<file path="src/rtl/frame_scan_ctrl.sv">
// -----------------------------------------------------------------------------
// frame_scan_ctrl
//
// Frame sequencer for the pixel read / threshold datapath. After an accepted
// start request it walks through a startup delay, a one-cycle vertical sync,
// and then for every line a horizontal blanking interval followed by the
// active-line phase. During the active line it presents byte addresses of
// even/odd pixel pairs in a packed 24-bit RGB buffer and handshakes each pair
// with the downstream read/threshold stage.
//
// Ports
//   clk              system clock, rising edge
//   reset            asynchronous reset, active low
//   frame_Start      single-cycle start request, honoured only while idle
//   abort            synchronous abort, back to idle on the next cycle
//   pixel_Ready      downstream accepts the presented pixel pair
//   pixel_Valid      a pixel-pair address is presented (active line only)
//   pixel_Addr       byte offset of the even pixel's first byte
//   row_Count        current line index
//   col_Count        even-pixel column index
//   vertical_Pulse   one-cycle frame sync
//   horizontal_Pulse high during active-line cycles
//   busy             high whenever the sequencer is not idle
//   done_Flag        one-cycle end-of-frame pulse
//
// Every output is a flop loaded from the next-state logic, so each output
// describes the state the sequencer is in during that cycle and there is no
// combinational path from any input to any output.
// -----------------------------------------------------------------------------

// Property checker for the sequencer outputs; instantiated by the top level.
module frame_scan_ctrl_chk #(
  parameter int ADDR_WIDTH = 21
) (
  input logic                  clk,
  input logic                  reset,
  input logic                  abort,
  input logic                  pixel_Ready,
  input logic                  pixel_Valid,
  input logic [ADDR_WIDTH-1:0] pixel_Addr,
  input logic                  vertical_Pulse,
  input logic                  horizontal_Pulse,
  input logic                  busy,
  input logic                  done_Flag
);

  // Frame sync and end-of-frame are mutually exclusive.
  a_sync_done_excl: assert property (@(posedge clk) disable iff (!reset)
    !(vertical_Pulse && done_Flag));

  // Horizontal pulse and valid both mark the active line and must agree.
  a_hpulse_valid: assert property (@(posedge clk) disable iff (!reset)
    horizontal_Pulse == pixel_Valid);

  // A presented pixel pair implies the sequencer is busy.
  a_valid_busy: assert property (@(posedge clk) disable iff (!reset)
    pixel_Valid |-> busy);

  // A stalled beat keeps its address and stays valid.
  a_stall_hold: assert property (@(posedge clk) disable iff (!reset)
    (pixel_Valid && !pixel_Ready && !abort) |=> (pixel_Valid && $stable(pixel_Addr)));

endmodule

module frame_scan_ctrl #(
  parameter int IMAGE_WIDTH  = 768,
  parameter int IMAGE_HEIGHT = 512,
  parameter int START_DELAY  = 100,
  parameter int HSYNC_DELAY  = 160,
  parameter int ADDR_WIDTH   = 21,
  localparam int ROW_W = (IMAGE_HEIGHT > 1) ? $clog2(IMAGE_HEIGHT) : 1,
  localparam int COL_W = $clog2(IMAGE_WIDTH)
) (
  input  logic                  clk,
  input  logic                  reset,
  input  logic                  frame_Start,
  input  logic                  abort,
  input  logic                  pixel_Ready,
  output logic                  pixel_Valid,
  output logic [ADDR_WIDTH-1:0] pixel_Addr,
  output logic [ROW_W-1:0]      row_Count,
  output logic [COL_W-1:0]      col_Count,
  output logic                  vertical_Pulse,
  output logic                  horizontal_Pulse,
  output logic                  busy,
  output logic                  done_Flag
);

  // One shared delay counter serves both the startup and the blanking phases.
  localparam int MAX_DLY = (START_DELAY > HSYNC_DELAY) ? START_DELAY : HSYNC_DELAY;
  localparam int CNT_W   = (MAX_DLY > 1) ? $clog2(MAX_DLY) : 1;

  localparam logic [CNT_W-1:0]      CNT_ZERO   = CNT_W'(0);
  localparam logic [CNT_W-1:0]      CNT_ONE    = CNT_W'(1);
  localparam logic [CNT_W-1:0]      START_LAST = CNT_W'(START_DELAY - 1);
  localparam logic [CNT_W-1:0]      HSYNC_LAST = CNT_W'(HSYNC_DELAY - 1);
  localparam logic [ROW_W-1:0]      ROW_ZERO   = ROW_W'(0);
  localparam logic [ROW_W-1:0]      ROW_ONE    = ROW_W'(1);
  localparam logic [ROW_W-1:0]      ROW_LAST   = ROW_W'(IMAGE_HEIGHT - 1);
  localparam logic [COL_W-1:0]      COL_ZERO   = COL_W'(0);
  localparam logic [COL_W-1:0]      COL_TWO    = COL_W'(2);
  localparam logic [COL_W-1:0]      COL_LAST   = COL_W'(IMAGE_WIDTH - 2);
  localparam logic [ADDR_WIDTH-1:0] ADDR_ZERO  = ADDR_WIDTH'(0);
  // Two RGB pixels per beat: 2 * 3 bytes.
  localparam logic [ADDR_WIDTH-1:0] ADDR_STEP  = ADDR_WIDTH'(6);

  typedef enum logic [2:0] {
    ST_IDLE    = 3'd0,
    ST_STARTUP = 3'd1,
    ST_VSYNC   = 3'd2,
    ST_HSYNC   = 3'd3,
    ST_DATA    = 3'd4,
    ST_DONE    = 3'd5
  } state_t;

  // Byte offset of the next pixel pair. Lines are packed back to back, so the
  // step from the last pair of a line to the first pair of the next one is the
  // same +6 as within a line and no row*width product is ever needed.
  function automatic logic [ADDR_WIDTH-1:0] next_pair_addr(input logic [ADDR_WIDTH-1:0] addr);
    next_pair_addr = addr + ADDR_STEP;
  endfunction

  state_t                  state_r, state_s;
  logic [CNT_W-1:0]        dly_r, dly_s;
  logic [ROW_W-1:0]        row_r, row_s;
  logic [COL_W-1:0]        col_r, col_s;
  logic [ADDR_WIDTH-1:0]   addr_r, addr_s;
  logic                    valid_r, valid_s;
  logic                    hpulse_r, hpulse_s;
  logic                    vpulse_r, vpulse_s;
  logic                    busy_r, busy_s;
  logic                    done_r, done_s;
  logic                    beat_s;

  // Next-state, counter and next-output logic.
  always_comb begin
    state_s = state_r;
    dly_s   = dly_r;
    row_s   = row_r;
    col_s   = col_r;
    addr_s  = addr_r;
    beat_s  = valid_r && pixel_Ready;

    if (abort) begin
      // Abort beats everything except reset, including a start in idle.
      state_s = ST_IDLE;
      dly_s   = CNT_ZERO;
      row_s   = ROW_ZERO;
      col_s   = COL_ZERO;
      addr_s  = ADDR_ZERO;
    end else begin
      case (state_r)
        ST_IDLE: begin
          dly_s  = CNT_ZERO;
          row_s  = ROW_ZERO;
          col_s  = COL_ZERO;
          addr_s = ADDR_ZERO;
          if (frame_Start) begin
            state_s = ST_STARTUP;
          end else begin
            state_s = ST_IDLE;
          end
        end

        ST_STARTUP: begin
          if (dly_r == START_LAST) begin
            state_s = ST_VSYNC;
            dly_s   = CNT_ZERO;
          end else begin
            dly_s   = dly_r + CNT_ONE;
          end
        end

        ST_VSYNC: begin
          state_s = ST_HSYNC;
          dly_s   = CNT_ZERO;
          row_s   = ROW_ZERO;
          col_s   = COL_ZERO;
          addr_s  = ADDR_ZERO;
        end

        ST_HSYNC: begin
          // Address already points at the first pair of this line.
          col_s = COL_ZERO;
          if (dly_r == HSYNC_LAST) begin
            state_s = ST_DATA;
            dly_s   = CNT_ZERO;
          end else begin
            dly_s   = dly_r + CNT_ONE;
          end
        end

        ST_DATA: begin
          if (beat_s) begin
            if (col_r == COL_LAST) begin
              if (row_r == ROW_LAST) begin
                // Final pair: hold position so the address never wraps.
                state_s = ST_DONE;
              end else begin
                state_s = ST_HSYNC;
                dly_s   = CNT_ZERO;
                row_s   = row_r + ROW_ONE;
                col_s   = COL_ZERO;
                addr_s  = next_pair_addr(addr_r);
              end
            end else begin
              col_s  = col_r + COL_TWO;
              addr_s = next_pair_addr(addr_r);
            end
          end else begin
            // Stall: hold everything, valid stays asserted.
            state_s = ST_DATA;
          end
        end

        ST_DONE: begin
          state_s = ST_IDLE;
          dly_s   = CNT_ZERO;
          row_s   = ROW_ZERO;
          col_s   = COL_ZERO;
          addr_s  = ADDR_ZERO;
        end

        default: begin
          state_s = ST_IDLE;
          dly_s   = CNT_ZERO;
          row_s   = ROW_ZERO;
          col_s   = COL_ZERO;
          addr_s  = ADDR_ZERO;
        end
      endcase
    end

    // Outputs are decoded from the state being entered so that the registered
    // copies line up with the state register.
    valid_s  = (state_s == ST_DATA);
    hpulse_s = (state_s == ST_DATA);
    vpulse_s = (state_s == ST_VSYNC);
    busy_s   = (state_s != ST_IDLE);
    done_s   = (state_s == ST_DONE);
  end

  // State, counters and registered outputs.
  always_ff @(posedge clk or negedge reset) begin
    if (!reset) begin
      state_r  <= ST_IDLE;
      dly_r    <= CNT_ZERO;
      row_r    <= ROW_ZERO;
      col_r    <= COL_ZERO;
      addr_r   <= ADDR_ZERO;
      valid_r  <= 1'b0;
      hpulse_r <= 1'b0;
      vpulse_r <= 1'b0;
      busy_r   <= 1'b0;
      done_r   <= 1'b0;
    end else begin
      state_r  <= state_s;
      dly_r    <= dly_s;
      row_r    <= row_s;
      col_r    <= col_s;
      addr_r   <= addr_s;
      valid_r  <= valid_s;
      hpulse_r <= hpulse_s;
      vpulse_r <= vpulse_s;
      busy_r   <= busy_s;
      done_r   <= done_s;
    end
  end

  assign pixel_Valid      = valid_r;
  assign pixel_Addr       = addr_r;
  assign row_Count        = row_r;
  assign col_Count        = col_r;
  assign vertical_Pulse   = vpulse_r;
  assign horizontal_Pulse = hpulse_r;
  assign busy             = busy_r;
  assign done_Flag        = done_r;

  frame_scan_ctrl_chk #(
    .ADDR_WIDTH (ADDR_WIDTH)
  ) u_chk (
    .clk              (clk),
    .reset            (reset),
    .abort            (abort),
    .pixel_Ready      (pixel_Ready),
    .pixel_Valid      (valid_r),
    .pixel_Addr       (addr_r),
    .vertical_Pulse   (vpulse_r),
    .horizontal_Pulse (hpulse_r),
    .busy             (busy_r),
    .done_Flag        (done_r)
  );

endmodule

</file>
<file path="config.mk">
export PLATFORM = sky130hd
export DESIGN_NAME = frame_scan_ctrl
export DESIGN_NICKNAME = d
export VERILOG_FILES = /design/src/rtl/frame_scan_ctrl.sv
export SDC_FILE = /design/constraint.sdc
export NUM_CORES = 1
export LEC_CHECK = 0
export ABC_CLOCK_PERIOD_IN_PS = 4900
export CORE_ASPECT_RATIO = 0.8
export CORE_MARGIN = 10
export CORE_UTILIZATION = 40
export CTS_CLUSTER_DIAMETER = 30
export DETAILED_ROUTE_END_ITERATION = 8
export GPL_TIMING_DRIVEN = 0
export HOLD_SLACK_MARGIN = 0.12
export PLACE_DENSITY = 0.64
export SYNTH_ARGS = -nofsm -noshare
export SYNTH_HDL_FRONTEND = slang
export SYNTH_SLANG_ARGS = --single-unit
</file>
<file path="constraint.sdc">
create_clock -name clk -period 4.9 [get_ports clk]
set_input_delay 1.225 -clock clk [delete_from_list [all_inputs] [get_ports clk]]
set_output_delay 1.225 -clock clk [all_outputs]
set_load 0.02 [all_outputs]
</file>
==> impl_metrics.yaml <==
sta:
  period_share: 0.6553
  tns_ns: 0
  slew-limit-headroom: 0.3365
  grt_setup_unrepaired: "no"
  fmax_mhz: 311.4
  drv_slew: 0
  worstMarginPinSlew_ns: 0.9862
  fin_ws_ns: 1.689
  setup_violations: 0
  hold_violations: 0
  skew_ns: 0.01444
  fin_crit_ns: 3.211
final_layout:
  diodes: 0
  drive_gt1_frac: 0.07031
  final_cell_mix: "53 x dfrtp_1, 46 x clkdlybuf4s50_1, 31 x o21ai_0"
  layout.nets: 393
  layout_commonest_cell: "dfrtp_1"
  syn_to_final_growth_pct: 24.70
worst_setup_path:
  path_max_fanout: 10
  rr_endpoint: "pixel_Addr[13]$_DFFE_PN0P_"
  worst-setup-path-type: "input port to flop"
  worstSetupEndpointType: "flop"
  crit_family: "simple AND/OR/NAND/NOR gates"
  r2r-start: "row_Count[0]$_DFFE_PN0P_"
  cp_cell_sequence: "clkdlybuf4s50_1 > clkbuf_1 > nor3_1 > nor2_1 > clkbuf_1 > nor2_1"
  crit_slowest_cell: "nor3_1"
  cp_slowest_stage_delay_ns: 0.65
  reg2reg_depth: 10
  timing.critical_path.required_ns: 5.14
  crit_buf_inv: 3
  start_kind: "input port"
  reg2reg_slack_ns: 2.23
  arrival_ns: 3.45
routing:
  highest_layer: "met4"
  ant_nets: 0
  drc_errors: 0
  drt_iter0_markers: 182
  wl_met3_um: 529
  vias: 2726
  viasPerCell: 5.788
  wl_met2_mm: 3.384
  routedLengthMet1_mm: 3.828
  drt_pass1_iterations: 4
  avgRoutedWirePerCell_um: 16.56
  routed_wl_mm: 7.798
cts:
  clockBufferDepth: 2
  clkSinkCount: 53
  cts.clk_slew.worst_paths_ns: 0.10
  cts-buffers-inserted: 5
  cts_max_level: 2
  post_cts_buffers: 0
  cts_resized: 0
  clock_latency_ns: 0.32
  ctsHoldBuffers: 0
  root_buffer: "clkbuf_8"
  cts_tree: "done"
logic_synthesis:
  synth_area_um2: 2963
  synth_top_area_cell: "dfrtp_1"
  synthArstFlopShare: 1.000
  synth_top_cell_area_share: 0.4476
  synth_compound_area_frac: 0.1672
  synth-simple-area-share: 0.2796
  synth-edff-count: 0
  synth.avg_cell_area_um2: 9.061
  synth_top_family_by_area: "simple AND/OR/NAND/NOR gates"
  yosysWarnings: 0
  syn_inst: 327
  yosys.area_share.adder: 0.02111
  yosysSeqAreaShare: 0.4476
  ys_types: 56
  synthMuxAreaShare: 0.003378
  synth_xor_area_frac: 0.03843
  ys_top_cells_by_area: "dfrtp_1 45%, o21ai_0 5.2%, nor2_1 3.8%"
  synth_seq_cells: 53
  synth-main-ff-cell: "dfrtp_1"
global_route:
  grt_pass1_vias: 2618
  grt_max_degree: 31
  antenna_found_initial: 0
  grt_pass1_wl_mm: 13.41
  grtUsageTotal: 0.1416
  grt-ovfl-total: 0
floorplan:
  ios: 50
  start_util: 0.4217
  dieArea_um2: 11270
  die_x_um: 116.2
  coreArea_um2: 7027
  placement_rows: 27
  die_h_um: 96.98
place:
  port_buffers: 47
  place_hpwl_mm: 5.738
  routabilityCongestion: 0.8312
  pre_cts_ws_ns: 1.408
hold_path:
  whs_endpoint: "col_Count[5]$_DFFE_PN0P_"
  holdPathStages: 1
  hp-class: "flop to flop"
  hold_start: "col_Count[5]$_DFFE_PN0P_"
power:
  leakage_nw: 1.452
  powerDensity_nw_per_um2: 229.2
  ir_drop_uv: 106.6
run:
  drv_cap: 0
run_status:
  status: "complete, no violations"
-- synthesized netlist by cell type, drive strengths merged, types with 2 or more instances --
master and n:
a21o 2, a21oi 20, a311oi 3, a31oi 2, a32o 2, and2 4, and3 7, and4 2
buf 9, clkbuf 4, dfrtp 53, ha 5, inv 13, nand2 26, nand2b 6, nand3 17
nand4 13, nand4b 2, nor2 31, nor3 11, nor3b 2, nor4 4, nor4b 2, o211ai 4
o21ai 32, o31ai 5, or3 9, or4 6, or4b 2, xor2 12
-- registers in the layout (all words and copies together), names as in the netlist --
register          flops
done_Flag             1
row_Count             9
pixel_Addr           20
horizontal_Pulse      1
col_Count             9
dly_r                 8
busy                  1
state_r               3
vertical_Pulse        1
-- through the flow --
stage	power [mW]	instances	area (um2)	util	hold slack, ns
2_1_floorplan	0.4739	328	2967	-	0.4983
3_3_place_gp	0.4957	462	3546	0.5046	0.5331
3_5_place_dp	0.4978	463	3561	0.5068	0.5354
4_1_cts	0.8529	471	3695	0.5258	0.5488
5_1_grt	0.8779	471	3695	0.5258	0.5645
6_report	0.8467	471	3695	0.5258	0.5517
-- worst register-to-register path, cell delays in order (launching register included) --
cell and delay, ns:
dfrtp_1 0.42, ha_1 0.21, nand3_1 0.13, nor3_1 0.23, ha_1 0.26, nor3b_1 0.18, or4b_1 0.52, buf_2 0.22
nand4_1 0.12, xor2_1 0.17, nor2_1 0.06
-- metal layers --
layer / vias to the layer above / track usage
met5: - / 0
met1: 1335 / 0.2045
li1: 1317 / -
met4: 0 / 0.03051
met3: 7 / 0.03758
met2: 67 / 0.2041
-- layout make-up --
cell class              instances  area [um2]
repair buffers                 48       485.5
flip-flops and latches         53        1326
fillers                       685        3332
plain buffers                  13       73.82
well taps                      87       108.9
inverters                      13       48.80
clock inverters                 3       65.06
clock buffers                   5       68.82
multi-input cells             249        1518
-- worst max-delay path by stage --
stage                      from                    endpoint  slack (ns)  cells after the start
after detailed placement  abort  pixel_Addr[13]$_DFFE_PN0P_        1.41                      6
final                     abort  pixel_Addr[10]$_DFFE_PN0P_        1.69                      6
after CTS                 abort  pixel_Addr[13]$_DFFE_PN0P_        1.74                      6
after global placement    reset        dly_r[0]$_DFFE_PN0P_        0.94                      1
after floorplan           abort        dly_r[6]$_DFFE_PN0P_        2.46                      4
after global routing      abort  pixel_Addr[10]$_DFFE_PN0P_        1.47                      6
-- power breakdown --
part	switching, mW	internal [mW]	total, mW
clock network	0.155	0.203	0.358
logic	0.0315	0.0156	0.0471
registers	0.00262	0.439	0.442
-- kinds of logic after synthesis --
kind of cell               after synthesis
xor gates and xnor gates                13
buffers and inverters                   26
AOI/OAI and AO/OA                       79
DFF                                     53
adders and majority gates                5
muxes                                    1
other                                    1
and+or+nand+nor                        149
No activity file was read; power rests on OpenSTA's default activity.
